[config.mk]
export PLATFORM = sky130hd
export DESIGN_NAME = alu_issue_stage
export DESIGN_NICKNAME = d
export VERILOG_FILES = /design/src/rtl/alu_pkg.sv /design/src/rtl/alu_op_decode.sv /design/src/rtl/alu_issue_stage.sv
export SDC_FILE = /design/constraint.sdc
export NUM_CORES = 1
export LEC_CHECK = 0
export ABC_AREA = 1
export ABC_CLOCK_PERIOD_IN_PS = 5400
export CORE_MARGIN = 5
export CORE_UTILIZATION = 45
export CTS_BUF_LIST = sky130_fd_sc_hd__clkbuf_16
export CTS_CLUSTER_DIAMETER = 50
export DETAILED_ROUTE_END_ITERATION = 8
export MAX_ROUTING_LAYER = met4
export PLACE_DENSITY = 0.78
export SLEW_MARGIN = 20
export SYNTH_ARGS = -nofsm -noshare
export SYNTH_HDL_FRONTEND = slang
export SYNTH_SLANG_ARGS = --single-unit
[constraint.sdc]
create_clock -name clk_i -period 5.4 [get_ports clk_i]
set_clock_uncertainty 0.05 [all_clocks]
set_input_delay 1.08 -clock clk_i [delete_from_list [all_inputs] [get_ports clk_i]]
set_output_delay 1.08 -clock clk_i [all_outputs]
set_load 0.005 [all_outputs]
[src/rtl/alu_pkg.sv]
// Shared ALU operation codes, RV32 opcode constants, issue classes and immediate helpers.
package alu_pkg;

  localparam int unsigned Xlen = 32;

  // ALUOp encodings, shared with the ALU
  localparam logic [4:0] AluAdd    = 5'b00000;
  localparam logic [4:0] AluSub    = 5'b00001;
  localparam logic [4:0] AluSeq    = 5'b00010;
  localparam logic [4:0] AluSlt    = 5'b00011;
  localparam logic [4:0] AluSltu   = 5'b00111;
  localparam logic [4:0] AluAnd    = 5'b01100;
  localparam logic [4:0] AluOr     = 5'b01110;
  localparam logic [4:0] AluXor    = 5'b10000;
  localparam logic [4:0] AluSll    = 5'b10010;
  localparam logic [4:0] AluSrl    = 5'b10011;
  localparam logic [4:0] AluSra    = 5'b10101;
  localparam logic [4:0] AluMul    = 5'b10110;
  localparam logic [4:0] AluMulh   = 5'b10111;
  localparam logic [4:0] AluMulhu  = 5'b11000;
  localparam logic [4:0] AluMulhsu = 5'b11001;
  localparam logic [4:0] AluDiv    = 5'b11010;
  localparam logic [4:0] AluDivu   = 5'b11011;
  localparam logic [4:0] AluRem    = 5'b11100;
  localparam logic [4:0] AluRemu   = 5'b11101;

  localparam logic [6:0] OpcOp     = 7'b0110011;
  localparam logic [6:0] OpcOpImm  = 7'b0010011;
  localparam logic [6:0] OpcLui    = 7'b0110111;
  localparam logic [6:0] OpcAuipc  = 7'b0010111;
  localparam logic [6:0] OpcLoad   = 7'b0000011;
  localparam logic [6:0] OpcStore  = 7'b0100011;
  localparam logic [6:0] OpcBranch = 7'b1100011;

  typedef enum logic [2:0] {
    ClsAlu     = 3'd0,
    ClsLoad    = 3'd1,
    ClsStore   = 3'd2,
    ClsBranch  = 3'd3,
    ClsIllegal = 3'd4
  } cls_e;

  typedef enum logic [1:0] {
    ImmI,
    ImmS,
    ImmU,
    ImmShamt
  } imm_fmt_e;

  typedef struct packed {
    logic [4:0]      op;
    logic [Xlen-1:0] a;
    logic [Xlen-1:0] b;
    logic [Xlen-1:0] store_data;
    logic [4:0]      rd;
    logic            rd_we;
    cls_e            cls;
    logic            br_inv;
  } issue_t;

  function automatic logic [Xlen-1:0] imm_gen(input logic [31:0] instr, input imm_fmt_e fmt);
    logic [Xlen-1:0] imm;
    unique case (fmt)
      ImmI:     imm = {{20{instr[31]}}, instr[31:20]};
      ImmS:     imm = {{20{instr[31]}}, instr[31:25], instr[11:7]};
      ImmU:     imm = {instr[31:12], 12'b0};
      ImmShamt: imm = {27'b0, instr[24:20]};
      default:  imm = '0;
    endcase
    return imm;
  endfunction

endpackage

[src/rtl/alu_op_decode.sv]
// Combinational RV32IM decode into ALUOp, operands, destination and issue class.
module alu_op_decode
  import alu_pkg::*;
(
  input  logic [31:0]     instr_i,
  input  logic [Xlen-1:0] pc_i,
  input  logic [Xlen-1:0] rs1_i,
  input  logic [Xlen-1:0] rs2_i,
  output logic [4:0]      op_o,
  output logic [Xlen-1:0] a_o,
  output logic [Xlen-1:0] b_o,
  output logic [4:0]      rd_o,
  output logic            rd_we_o,
  output cls_e            cls_o,
  output logic            br_inv_o
);

  logic [6:0] opcode;
  logic [2:0] funct3;
  logic [6:0] funct7;
  logic       illegal;

  assign opcode = instr_i[6:0];
  assign funct3 = instr_i[14:12];
  assign funct7 = instr_i[31:25];

  always_comb begin
    op_o     = AluAdd;
    a_o      = '0;
    b_o      = '0;
    rd_o     = instr_i[11:7];
    rd_we_o  = 1'b0;
    cls_o    = ClsAlu;
    br_inv_o = 1'b0;
    illegal  = 1'b0;

    unique case (opcode)
      OpcOp: begin
        a_o     = rs1_i;
        b_o     = rs2_i;
        rd_we_o = 1'b1;
        unique case (funct7)
          7'b0000000: begin
            unique case (funct3)
              3'd0:    op_o = AluAdd;
              3'd1:    op_o = AluSll;
              3'd2:    op_o = AluSlt;
              3'd3:    op_o = AluSltu;
              3'd4:    op_o = AluXor;
              3'd5:    op_o = AluSrl;
              3'd6:    op_o = AluOr;
              default: op_o = AluAnd;
            endcase
          end
          7'b0100000: begin
            if (funct3 == 3'd0)      op_o = AluSub;
            else if (funct3 == 3'd5) op_o = AluSra;
            else                     illegal = 1'b1;
          end
          7'b0000001: begin
            unique case (funct3)
              3'd0:    op_o = AluMul;
              3'd1:    op_o = AluMulh;
              3'd2:    op_o = AluMulhsu;
              3'd3:    op_o = AluMulhu;
              3'd4:    op_o = AluDiv;
              3'd5:    op_o = AluDivu;
              3'd6:    op_o = AluRem;
              default: op_o = AluRemu;
            endcase
          end
          default: illegal = 1'b1;
        endcase
        // The ALU shifts by the whole B value, so only the low five bits may pass
        if (op_o == AluSll || op_o == AluSrl || op_o == AluSra) begin
          b_o = {27'b0, rs2_i[4:0]};
        end
      end
      OpcOpImm: begin
        a_o     = rs1_i;
        b_o     = imm_gen(instr_i, ImmI);
        rd_we_o = 1'b1;
        unique case (funct3)
          3'd0: op_o = AluAdd;
          3'd1: begin
            op_o    = AluSll;
            b_o     = imm_gen(instr_i, ImmShamt);
            illegal = (funct7 != 7'b0000000);
          end
          3'd2: op_o = AluSlt;
          3'd3: op_o = AluSltu;
          3'd4: op_o = AluXor;
          3'd5: begin
            b_o = imm_gen(instr_i, ImmShamt);
            if (funct7 == 7'b0000000)      op_o = AluSrl;
            else if (funct7 == 7'b0100000) op_o = AluSra;
            else                           illegal = 1'b1;
          end
          3'd6:    op_o = AluOr;
          default: op_o = AluAnd;
        endcase
      end
      OpcLui: begin
        b_o     = imm_gen(instr_i, ImmU);
        rd_we_o = 1'b1;
      end
      OpcAuipc: begin
        a_o     = pc_i;
        b_o     = imm_gen(instr_i, ImmU);
        rd_we_o = 1'b1;
      end
      OpcLoad: begin
        a_o     = rs1_i;
        b_o     = imm_gen(instr_i, ImmI);
        cls_o   = ClsLoad;
        rd_we_o = 1'b1;
        illegal = (funct3 == 3'd3) || (funct3 == 3'd6) || (funct3 == 3'd7);
      end
      OpcStore: begin
        a_o     = rs1_i;
        b_o     = imm_gen(instr_i, ImmS);
        cls_o   = ClsStore;
        illegal = (funct3 > 3'd2);
      end
      OpcBranch: begin
        a_o   = rs1_i;
        b_o   = rs2_i;
        cls_o = ClsBranch;
        unique case (funct3)
          3'd0:    op_o = AluSeq;
          3'd1:    begin op_o = AluSeq;  br_inv_o = 1'b1; end
          3'd4:    op_o = AluSlt;
          3'd5:    begin op_o = AluSlt;  br_inv_o = 1'b1; end
          3'd6:    op_o = AluSltu;
          3'd7:    begin op_o = AluSltu; br_inv_o = 1'b1; end
          default: illegal = 1'b1;
        endcase
      end
      default: illegal = 1'b1;
    endcase

    if (illegal) begin
      op_o     = AluAdd;
      a_o      = '0;
      b_o      = '0;
      rd_we_o  = 1'b0;
      cls_o    = ClsIllegal;
      br_inv_o = 1'b0;
    end

    // No architectural destination: report rd as x0 with writeback off
    if (!rd_we_o || rd_o == 5'd0) begin
      rd_o    = 5'd0;
      rd_we_o = 1'b0;
    end
  end

endmodule

[src/rtl/alu_issue_stage.sv]
// One-entry issue register between decode and the ALU, with valid/ready handshake and flush.
module alu_issue_stage
  import alu_pkg::*;
#(
  parameter int unsigned XLEN         = 32,
  parameter logic [31:0] RESET_PC_TAG = 32'h0
) (
  input  logic            clk_i,
  input  logic            rst_i,
  input  logic            flush_i,
  input  logic            in_valid_i,
  output logic            in_ready_o,
  input  logic [31:0]     in_instr_i,
  input  logic [XLEN-1:0] in_pc_i,
  input  logic [XLEN-1:0] in_rs1_data_i,
  input  logic [XLEN-1:0] in_rs2_data_i,
  output logic            out_valid_o,
  input  logic            out_ready_i,
  output logic [4:0]      out_alu_op_o,
  output logic [XLEN-1:0] out_a_o,
  output logic [XLEN-1:0] out_b_o,
  output logic [XLEN-1:0] out_store_data_o,
  output logic [4:0]      out_rd_o,
  output logic            out_rd_we_o,
  output logic [2:0]      out_cls_o,
  output logic            out_br_inv_o,
  output logic [XLEN-1:0] out_pc_o
);

  issue_t          dec;
  issue_t          data_d, data_q;
  logic [XLEN-1:0] pc_d, pc_q;
  logic            valid_d, valid_q;
  logic            accept;

  alu_op_decode u_decode (
    .instr_i  (in_instr_i),
    .pc_i     (in_pc_i),
    .rs1_i    (in_rs1_data_i),
    .rs2_i    (in_rs2_data_i),
    .op_o     (dec.op),
    .a_o      (dec.a),
    .b_o      (dec.b),
    .rd_o     (dec.rd),
    .rd_we_o  (dec.rd_we),
    .cls_o    (dec.cls),
    .br_inv_o (dec.br_inv)
  );
  assign dec.store_data = in_rs2_data_i;

  assign in_ready_o = ~valid_q | out_ready_i;
  assign accept     = in_valid_i & in_ready_o & ~flush_i;

  always_comb begin
    valid_d = valid_q;
    data_d  = data_q;
    pc_d    = pc_q;
    if (in_ready_o) valid_d = in_valid_i;
    if (flush_i)    valid_d = 1'b0;
    if (accept) begin
      data_d = dec;
      pc_d   = in_pc_i;
    end
  end

  always_ff @(posedge clk_i or posedge rst_i) begin
    if (rst_i) begin
      valid_q <= 1'b0;
      data_q  <= '0;
      pc_q    <= RESET_PC_TAG;
    end else begin
      valid_q <= valid_d;
      data_q  <= data_d;
      pc_q    <= pc_d;
    end
  end

  assign out_valid_o      = valid_q;
  assign out_alu_op_o     = data_q.op;
  assign out_a_o          = data_q.a;
  assign out_b_o          = data_q.b;
  assign out_store_data_o = data_q.store_data;
  assign out_rd_o         = data_q.rd;
  assign out_rd_we_o      = data_q.rd_we;
  assign out_cls_o        = data_q.cls;
  assign out_br_inv_o     = data_q.br_inv;
  assign out_pc_o         = pc_q;

endmodule

==> run_results.csv <==
group,metric,value,unit
outcome,outcome,"complete, no violations",
clocking,clk_pin_slew,0.06,ns
pwr,switching_share,0.249,
route,vias,7399,
worst_setup_path,path_class,"in -> reg",
synth,yosysSeqAreaShare,0.487,
sta,fin_crit,3.42,ns
worst_setup_path,cp_max_fo,12,
synth,synth_top_family_by_area,"simple AND/OR/NAND/NOR gates",
clocking,clockBufferDepth,2,
global_routing,grt_max_degree,90,
layout,drive_above_1_share,0.0872,
synth,yosys.area_share.xor_xnor,0,
route,dr.max_layer_used,"met4",
route,drt.antenna.violating_nets,0,
route,viasPerCell,5.09,
global_routing,grt_overflow,0,
clocking,cts_sinks,144,
synth,synth_nets,1106,
synth,synth_largest_area_cell,"dfrtp_1",
floorplanning,die_h,138,µm
global_routing,grt_use_total,0.276,
route,wl_met1,10.6,mm
layout,area_growth,47.0,%
place,portBuffers,277,
pwr,seqPwrFrac,0.423,
worst_setup_path,cp.required,5.70,ns
route,wl_met2,12.6,mm
floorplanning,rows,46,
pwr,p_leak,5.22,nW
worst_setup_path,cpPeakStageDelay,0.71,ns
route,post_drt_wl_per_cell,17.8,µm
synth,synth_adder_area_share,0.00846,
synth,yosysMostFrequentCell,"nand2_1",
route,dr.pass1.iters,7,
clocking,cts_root_buf,"clkbuf_16",
pwr,ir_drop,0.222,mV
worst_setup_path,critPathSlowestCell,"clkdlybuf4s50_1",
min_path,hold_path_class,"reg -> reg",
sta,slew_headroom,0.384,
synth,synthSimpleGateAreaFrac,0.309,
sta,slew_violations,0,
worst_setup_path,worstPathArrival,3.73,ns
layout,nFillCells,1366,
worst_setup_path,critPathLaunchType,"input pin",
worst_setup_path,path_buf_inv,3,
synth,synthTopCellsByArea,"dfrtp_1, nand2_1, o21ai_2, nor2_1, inv_1",
clocking,clkLatencyLatePin,0.41,ns
layout,postLayoutCoreUtil,0.679,
sta,fin_tns_setup,0,ns
pwr,switchingPower,0.000703,W
synth,yosysWarnings,0,
floorplanning,core_area,16000,µm²
clocking,cts_setup_buffers,0,
flow_run,cap_viol_max_count,0,
route,dr_wl_met3,1.45,mm
synth,synth_mux_area_frac,0,
sta,grt_setup_unrepaired,"false",
global_routing,grt_pass1_wl,40.9,mm
pwr,power.density,260,nW/µm²
clocking,post_cts_resized,0,
synth,synthesis.area,7390,µm²
sta,hold_viol,0,
floorplanning,die_area,19100,µm²
worst_setup_path,crit_chain,"clkdlybuf4s50_1 > nor2_1 > o21ai_2 > inv_1 > nor2_1 > buf_4 > nor2_1 > nand2_1 > nand2_1 > nand2_1",
synth,ys_ff_latch,144,
synth,synth.top_cell.area_share,0.487,
sta,period_share,0.634,
worst_setup_path,crit_family,"simple AND/OR/NAND/NOR gates",
route,drc,0,
synth,syn_inst,968,
global_routing,antenna_found_initial,1,
pwr,p_clk_frac,0.413,
synth,synth_compound_area_frac,0.128,
global_routing,grt_pass1_vias,7391,
worst_setup_path,cp-end-kind,"flip-flop",
floorplanning,die_x,138,µm
route,wl,26.0,mm
sta,whs,0.427,ns
route,drt-initial-drc-count,682,
place,hpwl,19.2,mm
synth,synthArstFlopShare,1.00,
place,place.gp.congestion,0.960,
layout,nets,1365,
floorplanning,start_util,0.462,
clocking,ctsHoldBuffers,0,
clocking,cts.htree.levels,4,
pwr,p_comb_frac,0.164,
clocking,cts_buffers,17,
sta,worstMarginPinSlew,0.923,ns
synth,synthTopCellsByCount,"nand2_1, dfrtp_1, nor2_1",
sta,setup_viol,0,
synth,ys.flop_type,"dfrtp_1",
synth,synth_area_per_cell,7.64,µm²
pwr,p_int,0.00212,W
synth,yosysUniqueCellTypes,32,
synth,synth_edf_count,0,
clocking,cts_tree,"done",
sta,fmaxAchievable,292,MHz
floorplanning,io-pin-count,278,
## registers in the layout, indices dropped and copies added (netlist names)
register          flops
out_b_o              32
out_pc_o             32
out_rd_we_o           1
out_br_inv_o          1
out_store_data_o     32
out_rd_o              5
out_valid_o           1
out_alu_op_o          5
out_a_o              32
out_cls_o             3
## cells by family (layout without fill, tap and decap cells)
family | after synthesis | in the layout
AOI/OAI and AO/OA | 141 | 141
adders and majority gates | 5 | 5
buffers and inverters | 115 | 385
DFF | 144 | 144
other | 0 | 1
and+or+nand+nor | 563 | 563
## worst register-to-register path: cells and delay by family, from the launching register on
family / cells / cell delay [ns]
buffers and inverters: 4 / 1.05
and+or+nand+nor: 4 / 0.88
DFF: 1 / 0.37
AOI/OAI and AO/OA: 2 / 0.16
## cell type report
cell class / count / area [µm²] / area share
antenna: 1 / 2.50 / 0.000230
inverter: 69 / 264 / 0.0243
timing repair buffer: 286 / 2850 / 0.262
sequential: 144 / 3600 / 0.331
clock inverter: 13 / 148 / 0.0136
multi-input combinational: 709 / 3310 / 0.305
clock buffer: 17 / 425 / 0.0391
tap: 216 / 270 / 0.0249
## layer usage
| metal | vias up | GRT usage |
|---|---|---|
| met1 | 3448 | 0.332 |
| li1 | 3565 | - |
| met4 | 0 | 0.133 |
| met3 | 74 | 0.0483 |
| met2 | 312 | 0.451 |
| met5 | - | - |
## stage by stage
| step | worst slack [ns] | std cells | total power, W | area [µm²] |
|---|---|---|---|---|
| after floorplan | 0.404 | 968 | 0.00136 | 7390 |
| after global placement | 1.53 | 1423 | 0.00167 | 10300 |
| after detailed placement | 1.41 | 1423 | 0.00168 | 10300 |
| after CTS | 1.83 | 1453 | 0.00284 | 10800 |
| after global routing | 1.80 | 1455 | 0.00293 | 10900 |
| final | 1.98 | 1455 | 0.00282 | 10900 |
## power by group through the flow
stage / Combinational, W / Clock, W / Sequential, W
final: 0.000464 / 0.00117 / 0.00119
after global placement: 0.000461 / 0 / 0.00121
after global routing: 0.000504 / 0.00123 / 0.00120
after detailed placement: 0.000466 / 0 / 0.00121
after CTS: 0.000469 / 0.00117 / 0.00119
after floorplan: 0.000142 / 0 / 0.00122
## final timing paths
path,from,end,slack (ns),cells after the start
setup / recovery,in_instr_i[13],out_b_o[22],1.98,10
hold / removal,out_rd_o[2],out_rd_o[2],0.43,2
setup reg to reg,out_valid_o,out_a_o[23],2.81,10
hold reg to reg,out_rd_o[2],out_rd_o[2],0.43,2
max in group asynchronous,rst_i,out_pc_o[14],3.23,3
min in group asynchronous,rst_i,out_store_data_o[21],1.11,2
## layout by cell type (no fill, tap or decap), types with 3 or more instances in the layout
master | Yosys | layout
a21oi_1 | 20 | 20
a22oi_1 | 27 | 27
buf_4 | 1 | 8
bufinv_16 | 0 | 3
clkbuf_16 | 0 | 17
clkdlybuf4s50_1 | 0 | 277
clkinv_1 | 0 | 3
clkinv_2 | 0 | 3
clkinvlp_4 | 0 | 3
dfrtp_1 | 144 | 144
ha_1 | 5 | 5
inv_1 | 62 | 61
inv_2 | 7 | 7
nand2_1 | 426 | 425
nand2_4 | 3 | 4
nand3_1 | 19 | 18
nand3_2 | 2 | 3
nand4_1 | 5 | 5
nor2_1 | 88 | 88
nor2_2 | 5 | 5
nor2_4 | 5 | 5
nor3_1 | 4 | 4
o21ai_0 | 46 | 46
o21ai_2 | 42 | 42
Power figures use the tool's default switching activity.
